### src/rtl/aes_round_ctrl.sv
// Sequencer for the 32-bit-radix AES round datapath: initial key add, 4 word cycles + 1 commit per round.
// Latency: out_valid 1+5*N cycles after accept with keys always ready; each key stall adds one cycle.
// Backpressure: key_valid stalls ARK0/COMMIT only; out_ready holds DONE; in_ready low whenever busy.
module aes_round_ctrl #(
    parameter int ROUNDS_128 = 10,
    parameter int ROUNDS_192 = 12,
    parameter int ROUNDS_256 = 14
) (
    input  logic       clk,
    input  logic       rst_n,
    input  logic       in_valid,
    output logic       in_ready,
    input  logic [1:0] mode_in,
    output logic       out_valid,
    input  logic       out_ready,
    input  logic       key_valid,
    output logic       key_req,
    output logic [3:0] key_round,
    output logic [3:0] round,
    output logic [2:0] width_sel,
    output logic [1:0] mode,
    output logic       accum_en,
    output logic       state_load,
    output logic       state_we,
    output logic       busy
);

    typedef enum logic [2:0] {
        S_IDLE   = 3'd0,
        S_ARK0   = 3'd1,
        S_WORD   = 3'd2,
        S_COMMIT = 3'd3,
        S_DONE   = 3'd4
    } state_t;

    state_t     state;
    logic [3:0] round_q;
    logic [1:0] word_cnt;
    logic [1:0] mode_q;
    logic       load_q;
    logic [3:0] last_round;

    // Final round index for the latched key size; mode 11 falls back to AES-256.
    always_comb begin
        last_round = 4'(ROUNDS_256);
        case (mode_q)
            2'b00:   last_round = 4'(ROUNDS_128);
            2'b01:   last_round = 4'(ROUNDS_192);
            default: last_round = 4'(ROUNDS_256);
        endcase
    end

    // Main sequencer: state, round index, word counter, latched mode and the plaintext-load strobe.
    // state_load is registered so in_valid never reaches an output combinationally; it is high
    // for the single cycle following the accepting edge. Round 0 reads data_in directly, so the
    // ARK0 write does not depend on the load having landed first.
    always_ff @(posedge clk or negedge rst_n) begin
        if (!rst_n) begin
            state    <= S_IDLE;
            round_q  <= 4'd0;
            word_cnt <= 2'd0;
            mode_q   <= 2'b00;
            load_q   <= 1'b0;
        end else begin
            load_q <= 1'b0;
            case (state)
                S_IDLE: begin
                    if (in_valid) begin
                        mode_q   <= mode_in;
                        load_q   <= 1'b1;
                        round_q  <= 4'd0;
                        word_cnt <= 2'd0;
                        state    <= S_ARK0;
                    end
                end
                S_ARK0: begin
                    if (key_valid) begin
                        round_q  <= 4'd1;
                        word_cnt <= 2'd0;
                        state    <= S_WORD;
                    end
                end
                S_WORD: begin
                    // Four back-to-back word cycles; the counter wraps to 0 as COMMIT is entered.
                    word_cnt <= word_cnt + 2'd1;
                    if (word_cnt == 2'd3) begin
                        state <= S_COMMIT;
                    end
                end
                S_COMMIT: begin
                    if (key_valid) begin
                        if (round_q == last_round) begin
                            state <= S_DONE;
                        end else begin
                            round_q <= round_q + 4'd1;
                            state   <= S_WORD;
                        end
                    end
                end
                S_DONE: begin
                    if (out_ready) begin
                        round_q <= 4'd0;
                        state   <= S_IDLE;
                    end
                end
                default: begin
                    state <= S_IDLE;
                end
            endcase
        end
    end

    // Output decode from the state register; only state_we also looks at key_valid.
    assign in_ready   = (state == S_IDLE);
    assign busy       = (state != S_IDLE);
    assign out_valid  = (state == S_DONE);
    assign accum_en   = (state == S_WORD);
    assign key_req    = (state == S_ARK0) || (state == S_COMMIT);
    assign key_round  = round_q;
    assign round      = round_q;
    assign width_sel  = {1'b0, word_cnt};
    assign mode       = mode_q;
    assign state_load = load_q;
    assign state_we   = key_valid && ((state == S_ARK0) || (state == S_COMMIT));

endmodule

### config.mk
export PLATFORM = sky130hd
export DESIGN_NAME = aes_round_ctrl
export DESIGN_NICKNAME = d
export VERILOG_FILES = /design/src/rtl/aes_round_ctrl.sv
export SDC_FILE = /design/constraint.sdc
export NUM_CORES = 1
export LEC_CHECK = 0
export BUFFER_PORTS_ARGS = -buffer_cell sky130_fd_sc_hd__clkbuf_2
export CORE_MARGIN = 8
export CORE_UTILIZATION = 51
export CTS_CLUSTER_DIAMETER = 80
export DETAILED_ROUTE_END_ITERATION = 16
export GPL_TIMING_DRIVEN = 0
export HOLD_SLACK_MARGIN = 0.06
export PLACE_DENSITY = 0.85
export SYNTH_ARGS = -nofsm -noshare
export SYNTH_HDL_FRONTEND = slang
export SYNTH_SLANG_ARGS = --single-unit
### constraint.sdc
create_clock -name clk -period 4.1 [get_ports clk]
set_input_delay 0.615 -clock clk [delete_from_list [all_inputs] [get_ports clk]]
set_output_delay 0.615 -clock clk [all_outputs]
set_load 0.03 [all_outputs]
# == Word level (Yosys, flattened, before mapping) ==
# Cells that the tools add are included.
# W data, S select, Z words.
# classes
add_sub_neg,2
eq_ne,13
mux,19
n_reduce_logical,11
# op_table
op,n
$mux W4,5
$mux W3,6
$pmux W4 S4,1
$pmux W3 S5,1
$ne A2 B2 Y1 const B,4
$eq A3 B2 Y1 const B,2
$pmux W2 S3,1
$pmux W3 S2,1
$reduce_and A6 Y1,1
$reduce_bool A3 Y1,2
$reduce_and A5 Y1,1
$add A4 B1 Y4 const B,1
$eq A4 B4 Y1,1
$mux W2,2
$ne A2 B1 Y1 const B,2
$reduce_bool A4 Y1,1
$eq A3 B1 Y1 const B,1
$eq A3 B3 Y1 const B,1
$logic_not A3 Y1,1
$reduce_and A3 Y1,1
$add A2 B1 Y2 const B,1
$eq A2 B1 Y1 const B,1
$eq A2 B2 Y1 const B,1
$logic_not A2 Y1,1
other kinds (4),5
# word_totals
ff_bits,12
inputBits,7
out_inout_bits,20
word_cells,50

# == Longest topological paths before layout ==
# Gate-level depths: netlist of the first run.
# logic_depth
ltp_word,6
mapped_depth,6
mapped_depth_nobuf,4

# == Least setup slack after synthesis of the first run ==
# Ideal clock, no wire load.
# synth_timing
path_type,reg2out
startpoint,register state[1]
endpoint,output port accum_en
arrival_time_ps,1575
required_time_ps,3485
slack_ps,1910
path_stages_with_launch,3
n_path_buf,1
cell_sequence,dfrtp_1 clkbuf_1 nor3b_1
# synth_via
elab_chain_cells,1
# synth_lines
element,line_no,rtl
from (decl),36,state_t state;
from (signal assigned),59,state <= S_IDLE;
from (signal assigned),73,state <= S_ARK0;
from (signal assigned),80,state <= S_WORD;
$eq A3 B2 Y1,117,assign accum_en = (state == S_WORD);
to (decl),22,"output logic accum_en,"
# Every way passes these cells.

# == Worst setup path after layout of the first run ==
# Same ends and word-level chain as after synthesis.

==> parameters.txt, run 1 <==
Parameter                              Value

Status
  Result of the run    finished clean

Pwr
  Sequential power share    0.297
  Power share of the combinational group    0.568
  Maximum ir drop on the vdd rail    431 uV
  Switching Fraction    0.483
  Share of total power in the clock network    0.135
  Leak    0.000467 uW
  Design internal power    approximately 370 uW
  Switching power    344 uW
  Total power density per cell area    745 nW/um2

Synth
  Synthesized cell area    774 um2
  Post-synth top area share    0.388
  Synthesized area per cell    11.2 um2
  Most frequent cell after synthesis    sky130_fd_sc_hd__dfrtp_1
  Top cells by area, synth    sky130_fd_sc_hd__dfrtp_1, sky130_fd_sc_hd__buf_4, sky130_fd_sc_hd__mux2_4
  Number of enable flip-flop cells after synthesis    0
  Synthesized instance count    a little under 70
  Portion of netlist area occupied by mux cells    0.0969
  Distinct cells, synth    41
  Adder-cell share of the synthesized area    0.0323
  Synthesized Nets    78
  Ranking of synthesized cells by instance count    sky130_fd_sc_hd__dfrtp_1, sky130_fd_sc_hd__buf_4, sky130_fd_sc_hd__inv_1
  Commonest register cell after synthesis    sky130_fd_sc_hd__dfrtp_1
  Number of warning messages in the yosys log    0
  Share of flip-flops with an asynchronous set or reset after synthesis    1.00
  Flops & latches, synth    12
  Cell type with the highest aggregate area in the netlist    sky130_fd_sc_hd__dfrtp_1
  Share of the synthesized area in compound gates (AO/OA/AOI/OAI)    0.179
  Post-synthesis xor/xnor area fraction    0
  Largest family of logic cells by synthesized area    simple AND/OR/NAND/NOR gates
  Register area share after synthesis    0.388
  Simple-gate portion of the synthesized area    0.199

Cells and area
  Total area of multi-input combinational cells    397 um2
  Share of layout cells above drive strength 1    0.480
  Storage cell area    300 um2
  Final core utilization    0.650
  Fill cell total of the finished layout    120
  Layout Nets    approximately 110
  Layout-stage area growth over the synthesis result    23.4%
  Number of antenna repair diodes    0

Routing
  Routed Wire Length    1730 um
  First-iteration detailed-routing DRC count    8
  Total via count in the routed design    619
  Drt via density    between 5 and 6
  Post-DRT Antenna Nets    0
  Pre-Repair DR Iteration Count    4
  Remaining DRCs    0
  Detail-routed net length per standard cell    15.2 um

CTS
  Hold buffers post-CTS    0
  Post-CTS Setup Repair Bufs    0
  Cts bufs inserted    3
  Clock Tree Root    sky130_fd_sc_hd__clkbuf_4
  Max H-tree Level    1
  Worst-skew pair later-pin latency    0.27 ns
  Clock Sinks    12
  CTS-repair resized insts    0
  Worst-path clk slew    0.08 ns
  Clock Tree Buf Depth    2
  TritonCTS clock tree    done

Run
  Total of max-cap violations    0

STA
  Maximum operating frequency    420 MHz
  Max-slew violation count    0
  Hold violation count in the final report    0
  Period minus WS final    ~2.4 ns
  RSZ-0062 raised after global routing    no
  Total negative slack    0 ns
  Period utilization    0.580
  Worst setup skew after layout    0.00550 ns
  Number of failing setup endpoints in the final timing report    0

Critical path
  Crit Path Category    flop to primary output
  CP Launch Type    flop
  Arrival time of data at the critical path endpoint    approximately 1.8 ns
  Required time at the worst-slack endpoint    3.48 ns
  Category of the worst setup path capture point    primary output
  Largest fanout on the critical path    10

Worst hold path
  Worst hold path class    primary input to asynchronous set/reset pin

Floorplan
  Initial standard-cell utilization of the core    0.526
  Die Width    55.0 um
  Standard-cell rows    14
  Die Ht    55.0 um
  Num ports    27
  Die footprint    3020 um2
  Placeable core region    between 1000 and 1500 um2

Global route
  First-pass GRT wire length    2960 um
  Pin count of the biggest net entering global routing    13
  Initial antenna violation count    0
  Total global routing track utilization    0.134
  Number of global-route vias before repair    around 630
  Final global-route overflow total    0

Placement
  Post-DP HPWL    1350 um
  Count of input and output buffers    25
  Routability Congestion    0.700
critical path, stage by stage (launching register included):
cell                       delay (ns)
sky130_fd_sc_hd__dfrtp_1         0.50
sky130_fd_sc_hd__clkbuf_1        0.35
sky130_fd_sc_hd__nor3b_1         0.36
sky130_fd_sc_hd__clkbuf_2        0.28
per-stage QoR:
stage | setup WS, ns | instances | hold WS [ns] | area [um2] | total power, uW
2_1_floorplan | 1.91 | 69 | 0.319 | 774 | 511
3_3_place_gp | 2.08 | 110 | 0.513 | 920 | 604
3_5_place_dp | 2.06 | 110 | 0.522 | 920 | 620
4_1_cts | 1.74 | 114 | 0.216 | 956 | 718
5_1_grt | 1.57 | 114 | 0.233 | 956 | 762
6_report | 1.72 | 114 | 0.210 | 956 | 713
layout make-up:
class,instances,share of cell area
flip-flops and latches,12,0.314
repair buffers,25,0.131
plain buffers,9,0.0654
well taps,16,0.0209
clock buffers,4,0.0380
inverters,4,0.0157
multi-input cells,44,0.415
final timing paths:
check	end	depth (start not counted)	from	slack [ns]
setup / recovery	accum_en	3	state[1]	1.72
hold / removal	key_round[2]	1	rst_n	0.21
setup reg to reg	key_round[1]	4	key_round[2]	2.31
hold reg to reg	state_load	1	state[0]	0.54
max in group asynchronous	state[0]	1	rst_n	3.65
min in group clk	state_load	1	state[0]	0.54
sequential cells by signal, indices dropped and copies added, names as in the netlist:
name        flops
key_round       4
state           3
mode            2
word_cnt        2
state_load      1
cells in the final DEF (no fill, tap or decap), drive strengths merged, types with 2 or more instances in the layout:
master,count
or3,2
buf,8
mux2,6
nand3,2
ha,2
inv,4
clkbuf,30
a22o,2
nor2,2
a211o,2
a31oi,2
nor3b,2
dfrtp,12
power by group through the flow:
stage | clock network [uW] | registers [uW] | logic [uW]
final | 96.1 | 212 | 405
after global routing | 103 | 223 | 436
after CTS | 99.3 | 212 | 407
after detailed placement | 0 | 214 | 406
after global placement | 0 | 209 | 395
after floorplan | 0 | 271 | 240
cell families after synthesis:
logic type                 after synthesis
muxes                                    6
other                                    1
and+or+nand+nor                         20
DFF                                     12
AOI/OAI and AO/OA                       15
adders and majority gates                2
buffers and inverters                   13
per-layer routing:
layer  track usage  up-vias  part of all wire
met5             0        -                 0
met1         0.159      294              0.42
li1              -      307                 -
met3        0.0214        2             0.049
met2         0.221       16              0.51
met4        0.0840        0             0.016
No activity file was read; power rests on OpenSTA's default activity.
==> inputs of run 2 (changes only) <==
- CORE_UTILIZATION: 51 -> 48
- PLACE_DENSITY: 0.85 -> 0.81
- clock period: 4.1 -> 2.2 ns (I/O delays scaled with it)
==> run 2 against run 1 <==
Non-clock buffer count increased by 1. Flip-flop and latch count unchanged. Worst setup slack worse by 1.5 ns. Clock power rose by 35%. Critical endpoint unchanged. Highest routed layer unchanged.
==> parameters.txt, run 2 (synthesis gave the netlist of run 1 again) <==
Parameter                              Value

STA
  Maximum operating frequency    507 MHz
  RSZ-0062 raised after global routing    no
  Period utilization    0.897
  Worst setup skew after layout    0.00418 ns (-0.00133 ns)
  Final worst-path setup slack    0.227 ns (-1.49 ns)
  Period minus WS final    1.97 ns
  Total negative slack    0 ns (unchanged)
  Hold violation count in the final report    0 (unchanged)
  Max-slew violation count    0 (unchanged)
  Number of failing setup endpoints in the final timing report    0 (unchanged)

Critical path
  Worst R2R Path Depth    4 (unchanged)
  Largest stage delay on the critical path    0.48 ns (-0.02 ns)
  Launch point of the worst reg-to-reg path    key_round[2]
  Largest fanout on the critical path    10 (unchanged)
  Arrival time of data at the critical path endpoint    1.64 ns (-0.12 ns)
  Cell type of the slowest stage on the worst timing path    sky130_fd_sc_hd__dfrtp_1
  CP startpoint    state[1]
  Cells traversed along the worst timing path    clkbuf_1 > nor3b_2 > clkbuf_2
  Setup slack of the most critical reg-to-reg path    0.44 ns (-1.87 ns)
  Crit Path Category    flop to primary output
  CP Launch Type    flop
  Capture point of the worst reg-to-reg path    key_round[1]
  Required time at the worst-slack endpoint    1.87 ns (-1.61 ns)
  Category of the worst setup path capture point    primary output
  Worst setup path end    accum_en

Global route
  Pin count of the biggest net entering global routing    13 (unchanged)
  Total global routing track utilization    0.106 (-0.0276)
  Final global-route overflow total    0 (unchanged)
  Initial antenna violation count    0 (unchanged)
  Number of global-route vias before repair    607 (-3.5%)
  First-pass GRT wire length    2780 um (-6.1%)

Cells and area
  Number of antenna repair diodes    0 (unchanged)
  Storage cell area    300 um2 (unchanged)
  Layout-stage area growth over the synthesis result    23.6%
  Total area of multi-input combinational cells    402 um2 (+1.3%)
  Share of layout cells above drive strength 1    0.480 (unchanged)
  Most frequent standard cell in the layout excluding fill and tap cells    sky130_fd_sc_hd__clkbuf_2
  Fill cell total of the finished layout    128 (+6.7%)
  Top library cells by usage in the layout, fill and taps aside    sky130_fd_sc_hd__clkbuf_2, sky130_fd_sc_hd__dfrtp_1, sky130_fd_sc_hd__buf_4
  Layout Nets    109 (+0.93%)
  Flip-flop count of the largest register after layout    4 (unchanged)

CTS
  Max H-tree Level    1 (unchanged)
  Clock Tree Root    sky130_fd_sc_hd__clkbuf_4
  Worst-path clk slew    0.07 ns (about the same)
  Cts bufs inserted    3 (unchanged)
  Clock Tree Buf Depth    2 (unchanged)
  Clock Sinks    12 (unchanged)
  TritonCTS clock tree    done
  Worst-skew pair later-pin latency    0.26 ns (about the same)

Placement
  Count of input and output buffers    25 (unchanged)
  Post-DP HPWL    1320 um (-1.8%)
  Post-placement worst setup slack    0.402 ns (-1.66 ns)
  Routability Congestion    0.708 (+1.2%)

Routing
  Drt via density    5.47 (+0.81%)
  Pre-Repair DR Iteration Count    4 (unchanged)
  Remaining DRCs    0 (unchanged)
  Total via count in the routed design    624 (+0.81%)
  Post-DRT Antenna Nets    0 (unchanged)
  Detail-routed net length per standard cell    14.8 um (-2.7%)
  Routed Wire Length    1680 um (-2.7%)
  First-iteration detailed-routing DRC count    14 (+6)

Floorplan
  Placeable core region    1510 um2 (+2.4%)
  Die Width    56.2 um (+2.2%)
  Num ports    27 (unchanged)
  Die footprint    3160 um2 (+4.4%)
  Initial standard-cell utilization of the core    0.514 (-0.0122)
  Standard-cell rows    14 (unchanged)
  Die Ht    56.2 um (+2.2%)

Status
  Result of the run    finished clean

Run
  Total of max-cap violations    0 (unchanged)

Pwr
  Maximum ir drop on the vdd rail    706 uV (+64%)
  Total power density per cell area    1340 nW/um2 (+80%)
  Leak    0.000466 uW (about the same)

Worst hold path
  Worst hold path class    primary input to flop
==> run 2: how the worst min path moves through the flow <==
stage / slack, ns / depth (start not counted) / start / end
detailed placement: 0.23 / 1 / rst_n / key_round[2]
CTS: 0.29 / 2 / mode_in[0] / mode[0]
global placement: 0.23 / 1 / rst_n / key_round[2]
floorplan: 0.03 / 0 / rst_n / key_round[0]
global route: 0.28 / 2 / mode_in[1] / mode[1]
finish: 0.29 / 2 / mode_in[0] / mode[0]
==> run 2: critical path, delay by kind of cell (launching register included) <==
family	cells	cell delay, ns
flip-flops	1	0.48
buffers and inverters	2	0.60
AND/OR/NAND/NOR	1	0.30
==> run 2: metal layers <==
metal	GRT usage	share of wire	vias to the layer above
met3	0.0365	0.034	2
met1	0.110	0.44	298
met5	0	0	-
met4	0.0515	0.011	0
met2	0.185	0.52	14
li1	-	-	310
==> run 2: what timing repair did <==
action,4_1_cts,5_1_grt
buffers inserted,0,0
hold buffers,1,0
gates resized for setup,0,1
endpoints found under the hold margin,12,0
setup endpoints to repair,0,1
==> run 2: where the power goes <==
| part | switching (uW) | internal, uW | leakage [uW] |
|---|---|---|---|
| Sequential | 97.0 | 297 | 0.000148 |
| Combinational | 465 | 292 | 0.000304 |
| Clock | 67.0 | 63.2 | 0.0000138 |
| Total | 629 | 653 | 0.000466 |
==> run 2: per-stage QoR <==
| stage | instances | utilization | area (um2) | hold slack, ns | total power, uW |
|---|---|---|---|---|---|
| finish | 114 | 0.635 | 957 | 0.287 | 1280 |
| global route | 114 | 0.635 | 957 | 0.281 | 1360 |
| CTS | 114 | 0.632 | 952 | 0.291 | 1290 |
| detailed placement | 110 | 0.610 | 920 | 0.231 | 1150 |
| global placement | 110 | 0.610 | 920 | 0.228 | 1130 |
| floorplan | 69 | - | 774 | 0.0344 | 952 |
==> run 2: area by class of cell <==
type	instances	area share
repair buffers	26	0.141
well taps	16	0.0209
multi-input cells	44	0.420
clock buffers	3	0.0235
plain buffers	9	0.0654
flip-flops and latches	12	0.314
inverters	4	0.0157
==> inputs of run 3 (changes only) <==
- ABC_AREA: default -> 1
==> run 3 against run 2 <==
Die area rose by 2.8%. Global-route usage grew 2.0 points. Clock power up 39%. Critical endpoint unchanged. Flip-flop and latch count unchanged. Highest routed layer unchanged. Via count up 30%.
==> parameters.txt, run 3 <==
Parameter                              Value

Critical path
  Setup slack of the most critical reg-to-reg path    0.86 ns (+0.42 ns)
  Cell class contributing the biggest share of worst-path delay    flip-flops
  Buffering stage count on the worst path with inverters included    2 (unchanged)
  CP startpoint    state[2]
  Launch point of the worst reg-to-reg path    state[2]
  Largest fanout on the critical path    6 (-4)
  Required time at the worst-slack endpoint    1.87 ns (about the same)
  Cells traversed along the worst timing path    nor2_1 > nand2_1 > inv_1 > clkbuf_2
  Worst R2R Path Depth    8 (+4)
  Capture point of the worst reg-to-reg path    key_round[1]
  Largest stage delay on the critical path    0.48 ns (about the same)
  Worst setup path end    accum_en
  Cell type of the slowest stage on the worst timing path    sky130_fd_sc_hd__dfrtp_1
  CP Launch Type    flop
  Crit Path Category    flop to primary output
  Arrival time of data at the critical path endpoint    1.38 ns (-0.26 ns)
  Number of gates on the worst path with buffers counted    4 (+1)
  Category of the worst setup path capture point    primary output

Synth
  Cell type with the highest aggregate area in the netlist    sky130_fd_sc_hd__dfrtp_1
  Ranking of synthesized cells by instance count    sky130_fd_sc_hd__nand2_1, sky130_fd_sc_hd__nor2_1, sky130_fd_sc_hd__inv_1
  Synthesized instance count    119 (+72%)
  Most frequent cell after synthesis    sky130_fd_sc_hd__nand2_1
  Synthesized area per cell    6.76 um2 (-40%)
  Top cells by area, synth    sky130_fd_sc_hd__dfrtp_1, sky130_fd_sc_hd__nand2_1, sky130_fd_sc_hd__nor2_1
  Flops & latches, synth    12 (unchanged)
  Commonest register cell after synthesis    sky130_fd_sc_hd__dfrtp_1
  Post-synth top area share    0.373 (-0.0145)
  Distinct cells, synth    20 (-51%)
  Synthesized Nets    128 (+64%)
  Register area share after synthesis    0.373 (-0.0145)
  Number of enable flip-flop cells after synthesis    0 (unchanged)
  Number of warning messages in the yosys log    0 (unchanged)
  Synthesized cell area    805 um2 (+3.9%)
  Share of flip-flops with an asynchronous set or reset after synthesis    1.00 (unchanged)

CTS
  Worst-path clk slew    0.09 ns (+0.02 ns)
  Max H-tree Level    1 (unchanged)
  TritonCTS clock tree    done
  Clock Tree Buf Depth    2 (unchanged)
  Cts bufs inserted    3 (unchanged)
  Worst-skew pair later-pin latency    0.28 ns (+0.02 ns)
  Clock Sinks    12 (unchanged)
  Clock Tree Root    sky130_fd_sc_hd__clkbuf_4
  Post-CTS Setup Repair Bufs    0 (unchanged)

Pwr
  Leak    0.000590 uW (+27%)
  Power share of the combinational group    0.581 (-0.010)
  Design internal power    630 uW (-3.5%)
  Sequential power share    0.285 (-0.023)
  Switching Fraction    0.533 (+0.0420)
  Maximum ir drop on the vdd rail    761 uV (+7.8%)
  Total power density per cell area    1350 nW/um2 (+1.1%)
  Overall power of the completed layout    1350 uW (+5.2%)
  Share of total power in the clock network    0.134 (+0.032)
  Switching power    719 uW (+14%)

Placement
  Count of input and output buffers    25 (unchanged)
  Post-DP HPWL    1560 um (+18%)
  Placed standard-cell area    950 um2 (+3.3%)
  Routability Congestion    0.869 (+23%)

STA
  Worst setup skew after layout    0.0129 ns (+0.00872 ns)
  Period minus WS final    1.71 ns (-0.262 ns)
  Max-slew violation count    0 (unchanged)
  RSZ-0062 raised after global routing    no
  Total negative slack    0 ns (unchanged)
  Number of failing setup endpoints in the final timing report    0 (unchanged)
  Period utilization    0.778 (-0.119)
  Hold violation count in the final report    0 (unchanged)
  Maximum operating frequency    584 MHz (+15%)
  Final hold slack    0.254 ns (-0.0331 ns)

Global route
  Total global routing track utilization    0.126 (+0.0200)
  First-pass GRT wire length    3380 um (+22%)
  Pin count of the biggest net entering global routing    13 (unchanged)
  Number of global-route vias before repair    811 (+34%)
  Initial antenna violation count    0 (unchanged)
  Final global-route overflow total    0 (unchanged)

Floorplan
  Placeable core region    1540 um2 (+2.3%)
  Die footprint    3240 um2 (+2.8%)
  Num ports    27 (unchanged)
  Die Ht    56.9 um (+1.4%)
  Die Width    56.9 um (+1.4%)
  Initial standard-cell utilization of the core    0.522 (+0.00780)
  Standard-cell rows    14 (unchanged)

Routing
  Drt via density    4.91 (-10%)
  Total via count in the routed design    810 (+30%)
  Remaining DRCs    0 (unchanged)
  Routed Wire Length    1980 um (+17%)
  First-iteration detailed-routing DRC count    20 (+6)
  Pre-Repair DR Iteration Count    4 (unchanged)
  Detail-routed net length per standard cell    12.0 um (-19%)
  Post-DRT Antenna Nets    0 (unchanged)

Cells and area
  Number of antenna repair diodes    0 (unchanged)
  Final core utilization    0.646 (+0.0107)
  Layout-stage area growth over the synthesis result    23.8%
  Most frequent standard cell in the layout excluding fill and tap cells    sky130_fd_sc_hd__nand2_1
  Top library cells by usage in the layout, fill and taps aside    sky130_fd_sc_hd__nand2_1, sky130_fd_sc_hd__clkbuf_2, sky130_fd_sc_hd__nor2_1
  Fill cell total of the finished layout    141 (+10%)
  Non-Filler Cell Area, Final    996 um2 (+4.1%)
  Layout Nets    159 (+46%)
  Total area of multi-input combinational cells    394 um2 (-1.9%)
  Share of layout cells above drive strength 1    0.309 (-0.171)
  Flip-flop count of the largest register after layout    4 (unchanged)
  Storage cell area    300 um2 (unchanged)

Worst hold path
  Worst hold path class    primary input to flop

Status
  Result of the run    finished clean

Run
  Total of max-cap violations    0 (unchanged)
-- run 3: cell count changes in the layout (fill, tap and decap cells not counted), moves of 3 or more --
cell                      delta
sky130_fd_sc_hd__o21ai_0     +6
sky130_fd_sc_hd__inv_1      +10
sky130_fd_sc_hd__nor2_2      +3
sky130_fd_sc_hd__nand2_1    +37
sky130_fd_sc_hd__nor2_1     +13
sky130_fd_sc_hd__inv_2       +4
sky130_fd_sc_hd__nand3_1     +3
-- run 3: how the worst min path moves through the flow --
stage	start	to	slack (ns)	cells after the start
after floorplan	rst_n	key_round[0]	0.03	0
after global placement	rst_n	key_round[2]	0.23	1
after detailed placement	rst_n	key_round[1]	0.24	1
after CTS	mode_in[0]	mode[0]	0.26	3
after global routing	mode_in[0]	mode[0]	0.28	3
final	mode_in[0]	mode[0]	0.25	3
-- run 3: layout make-up --
type,count,share of cell area
clock buffer,4,0.0364
inverter,18,0.0678
multi-input combinational,83,0.396
sequential,12,0.302
tap,16,0.0201
timing repair buffer,26,0.136
buffer,6,0.0427
-- run 3: repair_timing --
action | 4_1_cts | 5_1_grt
hold buffers | 1 | 0
gates resized for setup | 0 | 0
endpoints found under the hold margin | 12 | 0
-- run 3: metrics by stage --
step,cells,worst slack (ns)
floorplan,119,0.693
global placement,160,0.829
detailed placement,160,0.803
CTS,165,0.490
global route,165,0.392
finish,165,0.488
-- run 3: per-layer routing --
metal  wire, um  vias to the layer above  global-route usage
met5          0                        -                   0
met4         24                        0              0.0503
met3        120                        6              0.0376
met2       1020                       26               0.233
met1        814                      359               0.129
li1           -                      419                   -
-- run 3: power groups by stage --
stage	clock [uW]	combinational, uW	sequential [uW]
2_1_floorplan	0	494	468
3_3_place_gp	0	758	383
3_5_place_dp	0	786	388
4_1_cts	181	792	384
5_1_grt	191	874	394
6_report	181	784	384
-- run 3: cells by family after synthesis --
logic type	Yosys count	synth area share
and+or+nand+nor	70	0.387
buffers and inverters	24	0.137
DFF	12	0.373
AOI/OAI and AO/OA	9	0.0560
adders and majority gates	2	0.0311
xor gates and xnor gates	1	0.0109
other	1	0.00466
-- run 3: worst reg2reg max path, stage by stage (launching register included) --
cell	delay, ns
sky130_fd_sc_hd__dfrtp_1	0.48
sky130_fd_sc_hd__nor2_2	0.17
sky130_fd_sc_hd__nand2_1	0.09
sky130_fd_sc_hd__nand2_1	0.07
sky130_fd_sc_hd__inv_1	0.06
sky130_fd_sc_hd__nor2_4	0.15
sky130_fd_sc_hd__nand2_2	0.10
sky130_fd_sc_hd__nand2_1	0.07
sky130_fd_sc_hd__nand2_1	0.05
